File: src/rtl/mem_arb_pkg.sv
// mem_arb_pkg: shared types for the RAM data-port arbiter.
// Holds the FSM, owner and operation encodings.
package mem_arb_pkg;

    typedef enum logic [1:0] {
        IDLE   = 2'd0,
        ACCESS = 2'd1,
        RESP   = 2'd2
    } arb_state_t;

    typedef enum logic {
        OWN_CPU  = 1'b0,
        OWN_HOST = 1'b1
    } arb_owner_t;

    typedef enum logic {
        OP_RD = 1'b0,
        OP_WR = 1'b1
    } arb_op_t;

    localparam int DEFAULT_HOST_BURST_MAX = 4;

endpackage

File: src/rtl/mem_port_arbiter.sv
// mem_port_arbiter: shares the RAM data port between CPU and host.
// Host-priority request/ack FSM with an anti-starvation streak counter.
module mem_port_arbiter
    import mem_arb_pkg::*;
#(
    parameter int ADDR_W         = 12,
    parameter int HOST_BURST_MAX = DEFAULT_HOST_BURST_MAX
) (
    input  logic              clk,
    input  logic              nrst,
    input  logic              cpu_req_rd,
    input  logic              cpu_req_wr,
    input  logic [31:0]       cpu_addr,
    input  logic [31:0]       cpu_wdata,
    output logic [31:0]       cpu_rdata,
    output logic              cpu_ack,
    output logic              cpu_stall,
    input  logic              host_req_rd,
    input  logic              host_req_wr,
    input  logic [31:0]       host_addr,
    input  logic [31:0]       host_wdata,
    output logic [31:0]       host_rdata,
    output logic              host_ack,
    output logic [ADDR_W-1:0] ram_addr,
    output logic [31:0]       ram_wdata,
    output logic              ram_we,
    output logic              ram_re,
    input  logic [31:0]       ram_rdata
);

    localparam int SW = $clog2(HOST_BURST_MAX + 1);
    localparam logic [SW-1:0] STREAK_MAX = SW'(HOST_BURST_MAX);

    arb_state_t        state_q, state_d;
    arb_owner_t        owner_q, owner_d;
    arb_op_t           op_q, op_d;
    logic [ADDR_W-1:0] addr_q, addr_d;
    logic [31:0]       wdata_q, wdata_d;
    logic [SW-1:0]     streak_q, streak_d;
    logic [31:0]       cpu_rdata_q, host_rdata_q;

    logic cpu_pend, host_pend, grant_host;
    logic in_access, in_resp, cpu_rd_live, host_rd_live;
    logic unused_addr_bits;

    assign unused_addr_bits = ^{cpu_addr[31:ADDR_W], host_addr[31:ADDR_W]};

    assign cpu_pend  = cpu_req_rd | cpu_req_wr;
    assign host_pend = host_req_rd | host_req_wr;
    // Host wins ties until it has taken HOST_BURST_MAX grants in a row over a waiting CPU.
    assign grant_host = host_pend & (~cpu_pend | (streak_q != STREAK_MAX));

    always_comb begin
        state_d  = state_q;
        owner_d  = owner_q;
        op_d     = op_q;
        addr_d   = addr_q;
        wdata_d  = wdata_q;
        streak_d = streak_q;
        unique case (state_q)
            IDLE: begin
                if (cpu_pend | host_pend) begin
                    state_d = ACCESS;
                    if (grant_host) begin
                        owner_d = OWN_HOST;
                        op_d    = host_req_wr ? OP_WR : OP_RD;
                        addr_d  = host_addr[ADDR_W-1:0];
                        wdata_d = host_wdata;
                        if (!cpu_pend)
                            streak_d = '0;
                        else if (streak_q != STREAK_MAX)
                            streak_d = streak_q + SW'(1);
                    end else begin
                        owner_d  = OWN_CPU;
                        op_d     = cpu_req_wr ? OP_WR : OP_RD;
                        addr_d   = cpu_addr[ADDR_W-1:0];
                        wdata_d  = cpu_wdata;
                        streak_d = '0;
                    end
                end
            end
            ACCESS:  state_d = RESP;
            RESP:    state_d = IDLE;
            default: state_d = IDLE;
        endcase
    end

    always_ff @(posedge clk or negedge nrst) begin
        if (!nrst) begin
            state_q      <= IDLE;
            owner_q      <= OWN_CPU;
            op_q         <= OP_RD;
            addr_q       <= '0;
            wdata_q      <= '0;
            streak_q     <= '0;
            cpu_rdata_q  <= '0;
            host_rdata_q <= '0;
        end else begin
            state_q  <= state_d;
            owner_q  <= owner_d;
            op_q     <= op_d;
            addr_q   <= addr_d;
            wdata_q  <= wdata_d;
            streak_q <= streak_d;
            if (cpu_rd_live)
                cpu_rdata_q <= ram_rdata;
            if (host_rd_live)
                host_rdata_q <= ram_rdata;
        end
    end

    assign in_access = (state_q == ACCESS);
    assign in_resp   = (state_q == RESP);

    assign ram_we    = in_access & (op_q == OP_WR);
    assign ram_re    = in_access & (op_q == OP_RD);
    assign ram_addr  = in_access ? addr_q : '0;
    assign ram_wdata = in_access ? wdata_q : '0;

    assign cpu_ack  = in_resp & (owner_q == OWN_CPU);
    assign host_ack = in_resp & (owner_q == OWN_HOST);

    // RAM data arrives during RESP, so it is forwarded in the ack cycle and held afterwards.
    assign cpu_rd_live  = cpu_ack & (op_q == OP_RD);
    assign host_rd_live = host_ack & (op_q == OP_RD);
    assign cpu_rdata    = cpu_rd_live ? ram_rdata : cpu_rdata_q;
    assign host_rdata   = host_rd_live ? ram_rdata : host_rdata_q;

    assign cpu_stall = cpu_pend & ~cpu_ack;

endmodule

File: config.mk
export PLATFORM = sky130hd
export DESIGN_NAME = mem_port_arbiter
export DESIGN_NICKNAME = d
export VERILOG_FILES = /design/src/rtl/mem_arb_pkg.sv /design/src/rtl/mem_port_arbiter.sv
export SDC_FILE = /design/constraint.sdc
export NUM_CORES = 1
export LEC_CHECK = 0
export CAP_MARGIN = 20
export CORE_ASPECT_RATIO = 1.25
export CORE_UTILIZATION = 45
export CTS_BUF_LIST = sky130_fd_sc_hd__clkbuf_2
export CTS_CLUSTER_SIZE = 10
export DETAILED_ROUTE_END_ITERATION = 6
export HOLD_SLACK_MARGIN = 0.06
export PLACE_DENSITY = 0.89
export REMOVE_ABC_BUFFERS = 1
export SKIP_CTS_REPAIR_TIMING = 1
export SLEW_MARGIN = 20
export SYNTH_ARGS = -nofsm -noshare
export SYNTH_HDL_FRONTEND = slang
export SYNTH_SLANG_ARGS = --single-unit
File: constraint.sdc
create_clock -name clk -period 5.1 [get_ports clk]
set_clock_uncertainty 0.05 [all_clocks]
set_input_delay 0.765 -clock clk [delete_from_list [all_inputs] [get_ports clk]]
set_output_delay 0.765 -clock clk [all_outputs]
set_load 0.01 [all_outputs]
==> results.toml <==
[run_status]
status = "completed"

[yosys]
synth_top_area_cell = "dfrtp_1"
synthDistinctLibCells = 36
synth_most_common_cell = "dfrtp_1"
synth_edf_count = 0
synth.area.top_cells = "dfrtp_1, a2bb2oi_2, mux2_4, a311oi_1, mux2_2"
synth_seq_cells = 115
async_reset_ff_share_pct = 100
synth.top_cell.area_share_pct = 49.5
seq_area_frac_synth_pct = 49.5
synth_commonest_cells = "dfrtp_1, o21ai_0, and2_1"
netlist_instances = 439
synth_flop_cell = "dfrtp_1"
synth_area_mm2 = 0.00581
synth_area_per_cell_um2 = 13.2
yosys_warnings = 0

[timing]
fin_crit_ns = 4.08
rsz0062_at_grt = "no"
drv_slew = 0
fin_crit_sh_pct = 80.0
hold_viol = 0
max_clock_freq_mhz = 245
whs_ns = 0.139
relSlewSlack_pct = 33.2
setup_slack_ns = 1.02
setup_violations = 0
worst_pin_slew_ns = 1.00

[drt]
routed_via_density = 5.73
ant_nets = 0
totalWireLength_um = 17600
avgRoutedWirePerCell_um = 20.9
vias = 4822
first_pass_iters = 5
first_iter_violations = 303
drc = 0

[place]
io_buffers = 238
dp_hpwl_um = 12200
dp.cells = 807
gp_congestion = 0.842
pre_cts_ws_ns = 1.68

[worst_setup_path]
cp_slowest_cell = "nor2b_4"
start_kind = "flop"
cp-end-kind = "primary output"
required_ns = 4.28
cp_max_fo = 18
crit_chain = "and3b_1 -> nor2b_4 -> buf_4 -> mux2_2 -> clkdlybuf4s50_1"
path_class = "reg2out"
worst-endpoint-arrival_ns = 3.26
max_stage_delay_ns = 0.65

[power_and_ir_drop]
peakVddDrop_mv = 0.284
p_leak_nw = 3.33
p_per_area_mw_per_mm2 = 624

[grt]
grt_max_degree = 66
grt_overflow = 0
grt_pass1_wl_um = 27200
grt.total_usage_pct = 26.2
antenna_found_initial = 2
first_global_vias = 5134

[run]
max-cap-violations = 0

[floorplan]
start_util_pct = 45.9
die-area_mm2 = 0.0134
ioPinCount = 279
rows = 46
die_h_um = 129
die_width_um = 104
core_area_mm2 = 0.0127

[clocking]
cts_buffers = 17
worstSkewPairLatency_ns = 0.64
cts_max_level = 4
cts_tree = "yes"
clock_path_buffers = 2
cts.sinks = 115
cts_root_buf = "clkbuf_2"
cts.clk_slew.worst_paths_ns = 0.20

[finish]
nets = 826
final_util_pct = 66.9
final_cells = 841
syn_to_final_growth_pct = 45.7
drive_gt1_share_pct = 22.1
fill_cells = 918

[worst_hold_path]
hp-class = "in2async"
==> power breakdown <==
group	leakage (nW)	switching, mW	internal [mW]	total [mW]
combinational	1.82	1.28	1.75	3.02
clock	0.152	0.389	0.282	0.672
sequential	1.35	0.225	1.36	1.59
==> layout make-up <==
type                    instances  area [µm²]  area share (%)
repair buffers                246        2460            29.0
multi-input cells             274        2620            30.9
flip-flops and latches        115        2880            34.0
clock buffers                  18        90.1            1.06
inverters                       4        27.5           0.325
diodes                          2        5.00          0.0591
well taps                     168         210            2.48
clock inverters                14         179            2.11
==> through the flow <==
stage,instance area [µm²],setup TNS (ns),total power [mW]
6_report,8470,0,5.28
5_1_grt,8470,0,5.56
4_1_cts,8460,0,5.32
3_5_place_dp,8200,0,4.63
3_3_place_gp,8170,0,4.47
2_1_floorplan,5500,-6.78,3.19
==> sequential cells by signal (all words and copies together) (netlist names) <==
signal / flops
streak_q: 3
op_q: 1
state_q: 2
addr_q: 12
owner_q: 1
wdata_q: 32
host_rdata_q: 32
cpu_rdata_q: 32
==> worst paths after layout <==
kind	start	endpoint	slack (ns)	depth (start not counted)
min	nrst	host_rdata_q[12]	0.14	1
max reg2reg	state_q[1]	wdata_q[18]	2.71	4
min reg2reg	cpu_rdata_q[7]	cpu_rdata_q[7]	0.46	1
max	state_q[0]	host_rdata[31]	1.02	5
min in group clk	cpu_rdata_q[7]	cpu_rdata_q[7]	0.46	1
max in group asynchronous	nrst	cpu_rdata_q[20]	3.68	2
==> cell families after synthesis <==
kind of cell             after synthesis  synth area share [%]
flip-flops                           115                  49.5
AND/OR/NAND/NOR                       64                  6.95
adder cells (fa/ha/maj)                2                 0.430
AO/OA/AOI/OAI                        143                  22.7
multiplexers                          65                  14.5
buffers and inverters                 50                  5.90
==> metal layers <==
metal | vias to the layer above | wire length [µm] | part of all wire, % | track usage, %
li1 | 2088 | - | - | -
met4 | 0 | 368 | 2.1 | 10.2
met3 | 29 | 1320 | 7.5 | 8.15
met1 | 2431 | 7030 | 40 | 30.4
met2 | 274 | 8830 | 50 | 45.8
met5 | - | 0 | 0 | 0
==> worst max-delay path, delay by kind of cell (launching register included) <==
kind / cells / cell delay (ns)
AND/OR/NAND/NOR: 2 / 0.90
flip-flops: 1 / 0.45
buffers and inverters: 2 / 0.90
multiplexers: 1 / 0.39
==> cells in the final DEF (no fill, tap or decap), types with 4 or more instances in the layout <==
| cell type | Yosys | final |
|---|---|---|
| clkdlybuf4s50_1 | 0 | 237 |
| dfrtp_1 | 115 | 115 |
| o21ai_0 | 46 | 46 |
| and2_1 | 45 | 45 |
| a311oi_1 | 44 | 44 |
| a2bb2oi_2 | 39 | 39 |
| mux2_4 | 30 | 30 |
| mux2_2 | 27 | 27 |
| clkbuf_2 | 1 | 18 |
| mux2_1 | 8 | 8 |
| buf_4 | 1 | 8 |
| a2bb2oi_1 | 5 | 5 |
| inv_6 | 0 | 4 |
No activity file was read; power rests on OpenSTA's default activity.
